$ cat src/rtl/wallace_pkg.sv
// Shared types and helpers for the Wallace compressor and its carry-propagate
// back end. A package cannot take parameters, so the pair type here is sized
// at the default tree output width; modules that are re-parameterised declare
// a local pair type of the same shape.
package wallace_pkg;

  localparam int CSA_DW = 16;

  // Carry-save pair handed from the compression tree to the resolver.
  typedef struct packed {
    logic [CSA_DW-1:0] sum;
    logic [CSA_DW-1:0] carry;
  } csa_pair_t;

  // Number of segment stages (and cycles of latency) for a resolver.
  function automatic int stg_n(input int dw, input int seg_w);
    return dw / seg_w;
  endfunction

endpackage

$ cat src/rtl/csa_seg_stage.sv
// One pipeline stage of the segmented resolver: adds slice K of the incoming
// sum/carry vectors plus the carry from the previous slice, and registers the
// partially resolved word, the vectors still to be resolved, the slice carry
// and the valid bit.
module csa_seg_stage #(
  parameter int DW    = 16,
  parameter int SEG_W = 4,
  parameter int K     = 0
) (
  input  logic          i_clk,
  input  logic          i_rst_n,
  input  logic          i_ld,
  input  logic          i_vld,
  input  logic [DW-1:0] i_res,
  input  logic [DW-1:0] i_sum,
  input  logic [DW-1:0] i_carry,
  input  logic          i_cin,
  output logic          o_vld,
  output logic [DW-1:0] o_res,
  output logic [DW-1:0] o_sum,
  output logic [DW-1:0] o_carry,
  output logic          o_cout
);

  localparam int LO = K * SEG_W;

  logic [SEG_W:0]  w_add;
  logic [DW-1:0]   w_res;

  logic            r_vld;
  logic [DW-1:0]   r_res;
  logic [DW-1:0]   r_sum;
  logic [DW-1:0]   r_carry;
  logic            r_cout;

  // Slice adder: resolve bits [LO +: SEG_W] and splice them into the word.
  always_comb begin
    // NOTE: every always_comb output is given a full default first so no
    // path through the block can leave it unassigned and infer a latch.
    w_res = i_res;
    w_add = {1'b0, i_sum[LO +: SEG_W]} + {1'b0, i_carry[LO +: SEG_W]}
          + {{SEG_W{1'b0}}, i_cin};
    w_res[LO +: SEG_W] = w_add[SEG_W-1:0];
  end

  // Stage register: loads whenever the slot is free or moving on, even for
  // bubbles; only the valid bit decides whether the contents mean anything.
  always_ff @(posedge i_clk) begin
    // NOTE: sequential state uses non-blocking assignments only, so every
    // stage samples its neighbour's pre-edge value and the pipe shifts cleanly.
    if (!i_rst_n) begin
      // NOTE: the data registers are cleared as well as the valid bit, so the
      // result port reads zero after reset rather than stale arithmetic.
      r_vld   <= 1'b0;
      r_res   <= '0;
      r_sum   <= '0;
      r_carry <= '0;
      r_cout  <= 1'b0;
    end else if (i_ld) begin
      r_vld   <= i_vld;
      r_res   <= w_res;
      r_sum   <= i_sum;
      r_carry <= i_carry;
      r_cout  <= w_add[SEG_W];
    end
  end

  assign o_vld   = r_vld;
  assign o_res   = r_res;
  assign o_sum   = r_sum;
  assign o_carry = r_carry;
  assign o_cout  = r_cout;

endmodule

$ cat src/rtl/csa_resolve_pipe.sv
// Pipelined carry-propagate adder that turns a carry-save pair into one binary
// result, SEG_W bits per stage. The stages hold the data; this level only
// wires them in a chain and computes the backward ready (load-enable) chain.
module csa_resolve_pipe
  import wallace_pkg::*;
#(
  parameter int DW    = 16,
  parameter int SEG_W = 4
) (
  input  logic          i_clk,
  input  logic          i_rst_n,
  input  logic          i_vld,
  output logic          o_rdy,
  input  logic [DW-1:0] i_sum,
  input  logic [DW-1:0] i_carry,
  output logic          o_vld,
  input  logic          i_rdy,
  output logic [DW-1:0] o_res,
  output logic          o_cout
);

  localparam int STG_N = stg_n(DW, SEG_W);

  typedef struct packed {
    logic [DW-1:0] sum;
    logic [DW-1:0] carry;
  } pair_t;

  if ((DW % SEG_W) != 0) begin : g_bad_cfg
    $error("csa_resolve_pipe: DW (%0d) must be a multiple of SEG_W (%0d)", DW, SEG_W);
  end

  // Index 0 is the block input; index k+1 is the output of stage k.
  pair_t           w_in;
  logic [STG_N:0]  w_vld;
  logic [DW-1:0]   w_res   [STG_N+1];
  logic [DW-1:0]   w_sum   [STG_N+1];
  logic [DW-1:0]   w_carry [STG_N+1];
  logic [STG_N:0]  w_cout;
  logic [STG_N:0]  w_ld;
  logic            w_unused_tail;

  assign w_in       = '{sum: i_sum, carry: i_carry};
  assign w_vld[0]   = i_vld;
  assign w_res[0]   = '0;
  assign w_sum[0]   = w_in.sum;
  assign w_carry[0] = w_in.carry;
  assign w_cout[0]  = 1'b0;

  // Ready chain: a stage loads if it is empty or the stage after it moves.
  always_comb begin
    w_ld        = '0;
    w_ld[STG_N] = i_rdy;
    for (int k = STG_N - 1; k >= 0; k--) begin
      w_ld[k] = !w_vld[k+1] || w_ld[k+1];
    end
  end

  for (genvar k = 0; k < STG_N; k++) begin : g_stg
    csa_seg_stage #(
      .DW    (DW),
      .SEG_W (SEG_W),
      .K     (k)
    ) u_stage (
      .i_clk   (i_clk),
      .i_rst_n (i_rst_n),
      .i_ld    (w_ld[k]),
      .i_vld   (w_vld[k]),
      .i_res   (w_res[k]),
      .i_sum   (w_sum[k]),
      .i_carry (w_carry[k]),
      .i_cin   (w_cout[k]),
      .o_vld   (w_vld[k+1]),
      .o_res   (w_res[k+1]),
      .o_sum   (w_sum[k+1]),
      .o_carry (w_carry[k+1]),
      .o_cout  (w_cout[k+1])
    );
  end

  // The last stage's operand copies have no consumer.
  assign w_unused_tail = ^{w_sum[STG_N], w_carry[STG_N]};

  assign o_rdy  = w_ld[0];
  assign o_vld  = w_vld[STG_N];
  assign o_res  = w_res[STG_N];
  assign o_cout = w_cout[STG_N];

endmodule

$ cat config.mk
export PLATFORM = sky130hd
export DESIGN_NAME = csa_resolve_pipe
export DESIGN_NICKNAME = d
export VERILOG_FILES = /design/src/rtl/wallace_pkg.sv /design/src/rtl/csa_seg_stage.sv /design/src/rtl/csa_resolve_pipe.sv
export SDC_FILE = /design/constraint.sdc
export NUM_CORES = 1
export LEC_CHECK = 0
export CELL_PAD_IN_SITES_DETAIL_PLACEMENT = 2
export CELL_PAD_IN_SITES_GLOBAL_PLACEMENT = 2
export CORE_ASPECT_RATIO = 0.5
export CORE_MARGIN = 3
export CORE_UTILIZATION = 33
export CTS_CLUSTER_DIAMETER = 30
export DETAILED_ROUTE_END_ITERATION = 6
export PLACE_DENSITY_LB_ADDON = 0.1
export REMOVE_ABC_BUFFERS = 1
export SLEW_MARGIN = 40
export SYNTH_ARGS = -nofsm -noshare
export SYNTH_HDL_FRONTEND = slang
export SYNTH_SLANG_ARGS = --single-unit
$ cat constraint.sdc
create_clock -name i_clk -period 1.7 [get_ports i_clk]
set_input_delay 0.34 -clock i_clk [delete_from_list [all_inputs] [get_ports i_clk]]
set_output_delay 0.34 -clock i_clk [all_outputs]
set_load 0.01 [all_outputs]
==> results of run 1 <==
-- cell type report --
class / instances / area share
Clock buffer: 12 / 0.0510
Clock inverter: 4 / 0.0144
Multi-Input combinational cell: 327 / 0.376
Tap cell: 165 / 0.0395
Sequential cell: 96 / 0.369
Inverter: 16 / 0.0115
Timing Repair Buffer: 73 / 0.139
-- what timing repair did --
item,CTS,global route
endpoints found under the setup margin,7,5
pin swaps,1,4
resized for setup,8,7
-- per-stage QoR --
step	TNS, ns	total power, mW
after floorplan	-6.63	2.67
after detailed placement	-11.92	2.91
after global routing	0	5.39
after global placement	-10.18	2.89
after CTS	0	5.21
final	0	5.14
-- synth_stat cells (all sizes together) --
library cell	count
nand2b	1
fa	7
o211ai	1
clkbuf	18
nor3b	1
o2111ai	1
or4	1
a211oi	1
nor2	5
nand4	2
o211a	5
a21boi	79
nand2	167
dfxtp	96
ha	13
inv	16
o21a	5
xnor2	4
o21ba	1
and2b	1
nand3b	2
or4b	1
and2	2
and4b	1
o21ai	6
a21o	3
nor2b	3
buf	13
o31ai	1
a21oi	8
and3b	1
nand3	3
o221ai	1
-- flip-flops by register name (all words and copies together), names as in the netlist --
| register | flops |
|---|---|
| g_stg.u_stage.o_res | 40 |
| g_stg.u_stage.o_sum | 24 |
| g_stg.u_stage.o_cout | 4 |
| g_stg.u_stage.o_carry | 24 |
| g_stg.u_stage.o_vld | 4 |
-- metal layers --
metal	wire length [um]	global-route usage	part of all wire
met1	5440	0.226	0.51
met5	0	0	0
met4	55	0.0299	0.0052
met3	339	0.0424	0.032
met2	4800	0.272	0.45
-- path summary, 6_finish.rpt --
check	from	end	slack, ns	cells after the start
worst min register to register	g_stg[3].u_stage.o_res[10]	g_stg[3].u_stage.o_res[10]	0.46	2
worst max register to register	g_stg[2].u_stage.o_cout	g_stg[3].u_stage.o_res[13]	0.11	5
worst min-delay path	i_rst_n	g_stg[0].u_stage.o_sum[15]	0.41	2
worst max-delay path	g_stg[1].u_stage.o_vld	o_rdy	0.09	4
-- report_power, final --
| part | switching (mW) | total, mW | internal (mW) |
|---|---|---|---|
| clock network | 0.866 | 2.28 | 1.41 |
| registers | 0.0750 | 2.44 | 2.36 |
| logic | 0.183 | 0.422 | 0.239 |
-- cells by family (layout without fill, tap and decap cells) --
| group | count (synthesis) | count (layout) | share of synthesized area |
|---|---|---|---|
| adders and majority gates | 20 | 20 | 0.0741 |
| DFF | 96 | 96 | 0.470 |
| buffers and inverters | 47 | 105 | 0.0545 |
| and+or+nand+nor | 191 | 191 | 0.191 |
| AOI/OAI and AO/OA | 112 | 112 | 0.201 |
| xor gates and xnor gates | 4 | 4 | 0.00857 |
==> impl_metrics.csv, run 1 <==
group,metric,value,unit
yosys,synth_top_area_frac,0.470,
sta,worstMarginPinSlew,0.359,ns
placement,detailed_place.area,4860,um2
sta,skew,0.00758,ns
yosys,avgSynthCellArea,8.70,um2
worst_setup_path,cp.arrival,1.27,ns
clock_tree,ctsHoldBuffers,0,
routing,viasPerCell,4.72,
yosys,synth_cell_types,39,
pwr,power_density,983,nW/um2
die,die_w,163,um
routing,wl,10600,um
clock_tree,cts_root_buffer,"clkbuf_16",
worst_setup_path,critPathMaxFanout,3,
global_route,grt_pass1_vias,3520,
layout,drive_above_1_share,0.0928,
routing,vias,3272,
placement,routabilityCongestion,0.697,
layout,nFillCells,1326,
global_route,grt_max_degree,40,
routing,drtIter0Drc,160,
layout,fin_area,5220,um2
clock_tree,insertion_delay,0.34,ns
sta,maxSlewHeadroom,0.761,
placement,dp_cells,677,
run_status,outcome,"completed",
yosys,netlist_instances,470,
sta,finalHoldViolations,0,
layout,fin_util,0.437,
die,initial_core_util,0.342,
layout,final_nets,579,
job,cap_violations,0,
yosys,ys_seq_area_frac,0.470,
global_route,grt.total_usage,0.166,
worst_setup_path,path_buf_inv,2,
clock_tree,cts_inserted_buffers,9,
worst_setup_path,crit_type,"flip-flop to output pin",
worst_setup_path,critPathTopFamily,"simple AND/OR/NAND/NOR gates",
placement,hpwl,7600,um
worst_setup_path,start_kind,"flip-flop",
worst_setup_path,max_stage_delay,0.36,ns
yosys,syn_area,4090,um2
placement,io_buffers,54,
clock_tree,cts_max_level,3,
sta,fin_crit,1.61,ns
worst_setup_path,worst_setup_path_end_kind,"output pin",
pwr,power_leakage,2.11,nW
global_route,grt_pass1_wl,18100,um
worst_setup_path,crit_required,1.36,ns
sta,finalCritPeriodShare,0.944,
die,pin_count,55,
clock_tree,clkTransAtPathRegs,0.06,ns
placement,pre_cts_ws,-0.500,ns
sta,layout_setup_ws,0.0946,ns
yosys,yosysWarnings,0,
global_route,grt-ovfl-total,0,
clock_tree,post_cts_buffers,0,
sta,fin_hold_ws,0.413,ns
routing,ant_nets,0,
die,fp.dieH,84.7,um
layout,multiInputGateArea,1960,um2
routing,drc,0,
routing,firstDrtPassIters,4,
sta,maxSlewViolCount,0,
worst_setup_path,crit_chain,"and4b_1 -> and2_4 -> inv_2 -> buf_2",
pwr,irDropWorstVdd,0.376,mV
die,coreArea,11900,um2
layout,instances_no_fill,693,
sta,rsz0062_at_grt,"no",
routing,post_drt_wl_per_cell,15.4,um
yosys,synth.area.top_cells,"dfxtp_1, nand2_1, a21boi_0",
yosys,synth_area_leader_cell,"dfxtp_1",
layout,regArea,1930,um2
sta,finalSetupViolCount,0,
sta,clock.fmax,0.623,GHz
die,dieArea,13800,um2
worst_setup_path,cpMaxStageDelayCell,"dfxtp_2",
die,num_rows,28,
clock_tree,cts.sinks,96,
global_route,antenna_found_initial,0,
clock_tree,clock_path_buffers,2,
clock_tree,tritoncts,"done",
yosys,ys_ff_latch,96,
layout,diodes,0,
layout,area_delta_synth_final,27.8,%
layout,final_cell_mix,"nand2_1, dfxtp_1, a21boi_0",
layout,final_common_cell,"nand2_1",
hold_path,worstHoldPathType,"input pin to flip-flop",
Note: power is estimated with default switching activity, not from simulation.
==> inputs of run 2 (changes only) <==
--- a/config.mk
+++ b/config.mk
@@ -12,7 +12,7 @@
 export CORE_UTILIZATION = 33
 export CTS_CLUSTER_DIAMETER = 30
 export DETAILED_ROUTE_END_ITERATION = 6
-export PLACE_DENSITY_LB_ADDON = 0.1
+export PLACE_DENSITY_LB_ADDON = 0.12
 export REMOVE_ABC_BUFFERS = 1
 export SLEW_MARGIN = 40
 export SYNTH_ARGS = -nofsm -noshare
==> run 2 against run 1 <==
Effect of this change:
- core utilization fell by 0.22 points
- global-route usage down 0.44 points
- clock power fell by 4%
- cell count did not move
- sequential power barely moved
- hold slack better by 0.0024 ns
- setup slack got worse by 0.027 ns
- routed wire length is 0.67% lower
- total power is 1.8% lower
- clock skew is 0.0035 ns lower
- final area is 0.50% lower
- highest routed layer unchanged
==> impl_metrics.csv, run 2 (synthesized netlist as in run 1, its figures left out) <==
group,metric,value,unit
run_status,outcome,"completed",
routing,post_drt_wl_per_cell,15.2,um
pwr,p_comb_frac,0.085,
routing,drtIter0Drc,158,
pwr,p_switching,1.15,mW
clock_tree,cts_max_level,3,
worst_setup_path,reg2reg_depth,5,
worst_setup_path,startpoint,"i_rdy",
sta,maxSlewHeadroom,0.765,
clock_tree,ctsHoldBuffers,0,
pwr,power_density,970,nW/um2
die,fp.dieH,84.7,um
routing,wl,10600,um
clock_tree,cts_inserted_buffers,9,
pwr,power_leakage,2.08,nW
sta,finalHoldViolations,0,
sta,maxSlewViolCount,0,
layout,fin_area,5200,um2
worst_setup_path,rr_endpoint,"g_stg[1].u_stage.o_res[7]",
layout,final_common_cell,"nand2_1",
global_route,grt_pass1_vias,3442,
layout,area_delta_synth_final,27.2,%
pwr,p_int,3.89,mW
placement,dp_cells,677,
hold_path,worstHoldPathType,"input pin to flip-flop",
die,die_w,163,um
routing,firstDrtPassIters,4,
sta,finalSetupTns,0,ns
placement,detailed_place.area,4870,um2
layout,final_cell_mix,"nand2_1, dfxtp_1, a21boi_0",
placement,hpwl,7480,um
worst_setup_path,critPathMaxFanout,5,
routing,drc,0,
routing,vias,3282,
clock_tree,clock_path_buffers,2,
worst_setup_path,reg2reg_from,"g_stg[0].u_stage.o_carry[5]",
clock_tree,insertion_delay,0.34,ns
placement,routabilityCongestion,0.753,
job,cap_violations,0,
pwr,p_total,5.04,mW
die,initial_core_util,0.342,
sta,clock.fmax,0.612,GHz
layout,instances_no_fill,693,
sta,rsz0062_at_grt,"yes",
global_route,grt_max_degree,44,
global_route,grt-ovfl-total,0,
sta,skew,0.00413,ns
layout,largest_reg_flops,40,
layout,diodes,0,
clock_tree,cts.sinks,96,
pwr,clockPowerShare,0.433,
worst_setup_path,ff2ff_setup_slack,0.12,ns
global_route,grt_pass1_wl,17900,um
die,dieArea,13800,um2
worst_setup_path,crit_required,1.36,ns
global_route,antenna_found_initial,0,
layout,nFillCells,1305,
routing,viasPerCell,4.74,
sta,worstMarginPinSlew,0.353,ns
clock_tree,cts_root_buffer,"clkbuf_16",
worst_setup_path,crit_type,"input pin to output pin",
pwr,p_seq_frac,0.482,
layout,drive_above_1_share,0.0890,
clock_tree,tritoncts,"done",
clock_tree,post_cts_buffers,0,
sta,fin_crit,1.63,ns
clock_tree,clkTransAtPathRegs,0.07,ns
die,pin_count,55,
pwr,p_sw_frac,0.227,
worst_setup_path,cp.arrival,1.29,ns
die,coreArea,11900,um2
layout,final_nets,579,
worst_setup_path,worst_setup_path_end_kind,"output pin",
worst_setup_path,start_kind,"input pin",
routing,ant_nets,0,
die,num_rows,28,
worst_setup_path,endpoint,"o_rdy",
pwr,irDropWorstVdd,0.419,mV
global_route,grt.total_usage,0.162,
placement,io_buffers,54,
sta,finalCritPeriodShare,0.960,
sta,finalSetupViolCount,0,
[run 2: worst min-delay path by stage]
stage / endpoint / depth (start not counted) / slack, ns / start
global placement: g_stg[3].u_stage.o_res[8] / 2 / 0.44 / g_stg[3].u_stage.o_res[8]
floorplan: g_stg[0].u_stage.o_carry[14] / 2 / 0.43 / g_stg[0].u_stage.o_carry[14]
CTS: g_stg[1].u_stage.o_res[7] / 3 / 0.42 / i_rst_n
detailed placement: g_stg[0].u_stage.o_res[2] / 2 / 0.45 / g_stg[0].u_stage.o_res[2]
finish: g_stg[1].u_stage.o_res[7] / 3 / 0.42 / i_rst_n
global route: g_stg[1].u_stage.o_res[7] / 3 / 0.46 / i_rst_n
[run 2: through the flow]
step                hold slack, ns  utilization  worst slack (ns)
CTS                          0.416        0.434            0.0490
global placement             0.440        0.408            -0.575
global route                 0.464        0.435           -0.0126
detailed placement           0.454        0.408            -0.562
finish                       0.416        0.435            0.0673
floorplan                    0.431            -            -0.297
[run 2: final cells by class]
cell class | instances | area, um2 | area share
Multi-Input combinational cell | 327 | 1950 | 0.376
Sequential cell | 96 | 1920 | 0.370
Timing Repair Buffer | 73 | 733 | 0.141
Clock buffer | 9 | 225 | 0.0433
Tap cell | 165 | 206 | 0.0397
Clock inverter | 7 | 95.1 | 0.0183
Inverter | 16 | 60.1 | 0.0116
[run 2: power groups by stage]
stage / Clock, mW / Combinational, mW / Sequential, mW
floorplan: 0 / 0.202 / 2.47
global placement: 0 / 0.419 / 2.48
detailed placement: 0 / 0.431 / 2.48
CTS: 2.25 / 0.436 / 2.43
global route: 2.34 / 0.490 / 2.45
finish: 2.18 / 0.430 / 2.43
[run 2: critical path, stage by stage]
cell and delay (ns):
dlygate4sd2_1 0.28, and4b_1 0.32, and2_4 0.17, inv_2 0.05, buf_2 0.13
[run 2: metal layers]
metal  GRT usage  vias up  part of all wire
li1            -     1643                 -
met4      0.0368        0            0.0079
met1       0.233     1589              0.53
met3      0.0370        8             0.029
met5           0        -                 0
met2       0.248       42              0.44
[run 2: what timing repair did]
action,CTS,global route
pin swaps,2,0
endpoints found under the hold margin,0,0
resized for setup,7,6
endpoints found under the setup margin,31,8
==> inputs of run 3 (changes only) <==
--- a/config.mk
+++ b/config.mk
@@ -9,7 +9,8 @@
 export CELL_PAD_IN_SITES_GLOBAL_PLACEMENT = 2
 export CORE_ASPECT_RATIO = 0.5
 export CORE_MARGIN = 3
-export CORE_UTILIZATION = 33
+export CORE_UTILIZATION = 34
+export CTS_BUF_LIST = sky130_fd_sc_hd__clkbuf_4
 export CTS_CLUSTER_DIAMETER = 30
 export DETAILED_ROUTE_END_ITERATION = 6
 export PLACE_DENSITY_LB_ADDON = 0.12
==> run 3 against run 2 <==
Effect of this change:
- routed wire length fell by 2.6%
- highest routed layer unchanged
- clock power fell by 47%
- sequential cell count did not move
- final area fell by 5.2%
- the run now ends with setup timing left
- core utilization fell by 0.087 points
- largest power group unchanged
- non-clock buffer count fell by 3
==> impl_metrics.csv, run 3 (synthesized netlist as in run 1, its figures left out) <==
group,metric,value,unit
global_route,antenna_found_initial,0,
pwr,p_switching,990,uW
sta,clock.fmax,0.577,GHz
worst_setup_path,worst_setup_path_end_kind,"output pin",
layout,diodes,0,
sta,skew,0.0109,ns
pwr,p_comb_frac,0.101,
routing,met3_wirelength,312,um
sta,finalSetupViolCount,1,
global_route,grt_max_degree,31,
global_route,grt_pass1_vias,3387,
routing,dr.max_layer_used,"met4",
pwr,clockPowerShare,0.289,
worst_setup_path,reg2reg_depth,6,
layout,fin_util,0.434,
placement,dp_cells,668,
sta,fin_crit,1.73,ns
clock_tree,cts_root_buffer,"clkbuf_4",
routing,viasPerCell,4.72,
placement,hpwl,7380,um
clock_tree,cts.sinks,96,
clock_tree,insertion_delay,0.44,ns
sta,rsz0062_at_grt,"yes",
pwr,power_leakage,2.07,nW
routing,wl,10300,um
pwr,p_sw_frac,0.247,
worst_setup_path,rr_endpoint,"g_stg[2].u_stage.o_res[10]",
die,num_rows,27,
worst_setup_path,startpoint,"g_stg[3].u_stage.o_vld",
layout,largest_reg_flops,40,
clock_tree,clock_path_buffers,2,
die,dieArea,13500,um2
clock_tree,tritoncts,"done",
worst_setup_path,ff2ff_setup_slack,0.08,ns
sta,maxSlewViolCount,0,
worst_setup_path,cp.arrival,1.39,ns
clock_tree,clkTransAtPathRegs,0.14,ns
hold_path,worstHoldPathType,"input pin to flip-flop",
sta,finalHoldViolations,0,
placement,routabilityCongestion,0.725,
sta,finalSetupTns,-0.0337,ns
pwr,p_total,4.00,mW
global_route,grt.total_usage,0.162,
pwr,irDropWorstVdd,0.316,mV
clock_tree,cts_inserted_buffers,9,
worst_setup_path,crit_type,"flip-flop to output pin",
worst_setup_path,reg2reg_from,"g_stg[1].u_stage.o_carry[8]",
clock_tree,ctsHoldBuffers,0,
sta,finalCritPeriodShare,1.02,
clock_tree,post_cts_buffers,0,
layout,final_nets,576,
placement,pre_cts_ws,-0.548,ns
die,fp.dieH,83.5,um
pwr,p_int,3.01,mW
job,cap_violations,0,
die,initial_core_util,0.360,
layout,instances_no_fill,683,
die,coreArea,11400,um2
routing,vias,3227,
pwr,power_density,812,nW/um2
routing,met2WireLength,4350,um
sta,maxSlewHeadroom,0.776,
die,pin_count,55,
routing,drc,0,
routing,ant_nets,0,
clock_tree,cts_max_level,3,
run_status,outcome,"finished, violations left",
worst_setup_path,endpoint,"o_rdy",
routing,detail_route.wirelength.met1,5540,um
sta,layout_setup_ws,-0.0337,ns
layout,final_common_cell,"nand2_1",
routing,post_drt_wl_per_cell,15.1,um
pwr,p_seq_frac,0.609,
worst_setup_path,start_kind,"flip-flop",
routing,firstDrtPassIters,4,
routing,drtIter0Drc,107,
global_route,grt-ovfl-total,0,
run_status,violations,"setup timing",
global_route,grt_pass1_wl,17500,um
layout,drive_above_1_share,0.0763,
placement,io_buffers,54,
die,die_w,161,um
worst_setup_path,critPathMaxFanout,2,
layout,area_delta_synth_final,20.6,%
layout,final_cell_mix,"nand2_1, dfxtp_1, a21boi_0",
sta,worstMarginPinSlew,0.336,ns
worst_setup_path,crit_required,1.36,ns
[run 3: power by group through the flow]
stage / clock [mW] / combinational (mW) / sequential [mW]
2_1_floorplan: 0 / 0.202 / 2.47
3_3_place_gp: 0 / 0.410 / 2.48
3_5_place_dp: 0 / 0.420 / 2.49
4_1_cts: 1.24 / 0.416 / 2.44
5_1_grt: 1.35 / 0.465 / 2.46
6_report: 1.16 / 0.406 / 2.44
[run 3: per-stage QoR]
stage	hold WS, ns	instance area, um2
final	0.293	4930
after CTS	0.260	4910
after detailed placement	0.448	4820
after floorplan	0.431	3930
after global routing	0.256	4930
after global placement	0.438	4820
[run 3: timing repair]
action                                  CTS  global route
pin swaps                                 0             0
gates resized for setup                  25             7
endpoints found under the setup margin   18             5
[run 3: critical path, stage by stage (launching register included)]
cell and delay [ns]:
dfxtp_2 0.36, and4b_2 0.27, and2_4 0.18, inv_4 0.04, buf_6 0.11
[run 3: worst min path at each step]
stage,startpoint,end,slack (ns),cells after the start
floorplan,g_stg[0].u_stage.o_carry[14],g_stg[0].u_stage.o_carry[14],0.43,2
global placement,g_stg[3].u_stage.o_res[8],g_stg[3].u_stage.o_res[8],0.44,2
detailed placement,g_stg[3].u_stage.o_res[11],g_stg[3].u_stage.o_res[11],0.45,2
CTS,i_rst_n,g_stg[2].u_stage.o_sum[15],0.26,2
global route,i_rst_n,g_stg[3].u_stage.o_res[7],0.26,2
finish,i_rst_n,g_stg[3].u_stage.o_res[7],0.29,2
[run 3: area by class of cell]
cell class / instances / area (um2)
Timing Repair Buffer: 70 / 674
Multi-Input combinational cell: 327 / 1950
Tap cell: 159 / 199
Clock inverter: 6 / 51.3
Inverter: 16 / 62.6
Clock buffer: 9 / 67.6
Sequential cell: 96 / 1930
Fill cell: 1297 / 6420
[run 3: per-layer routing]
metal,global-route usage,vias to the layer above
li1,-,1632
met1,0.235,1542
met2,0.245,45
met3,0.0382,8
met4,0.0351,0
met5,0,-
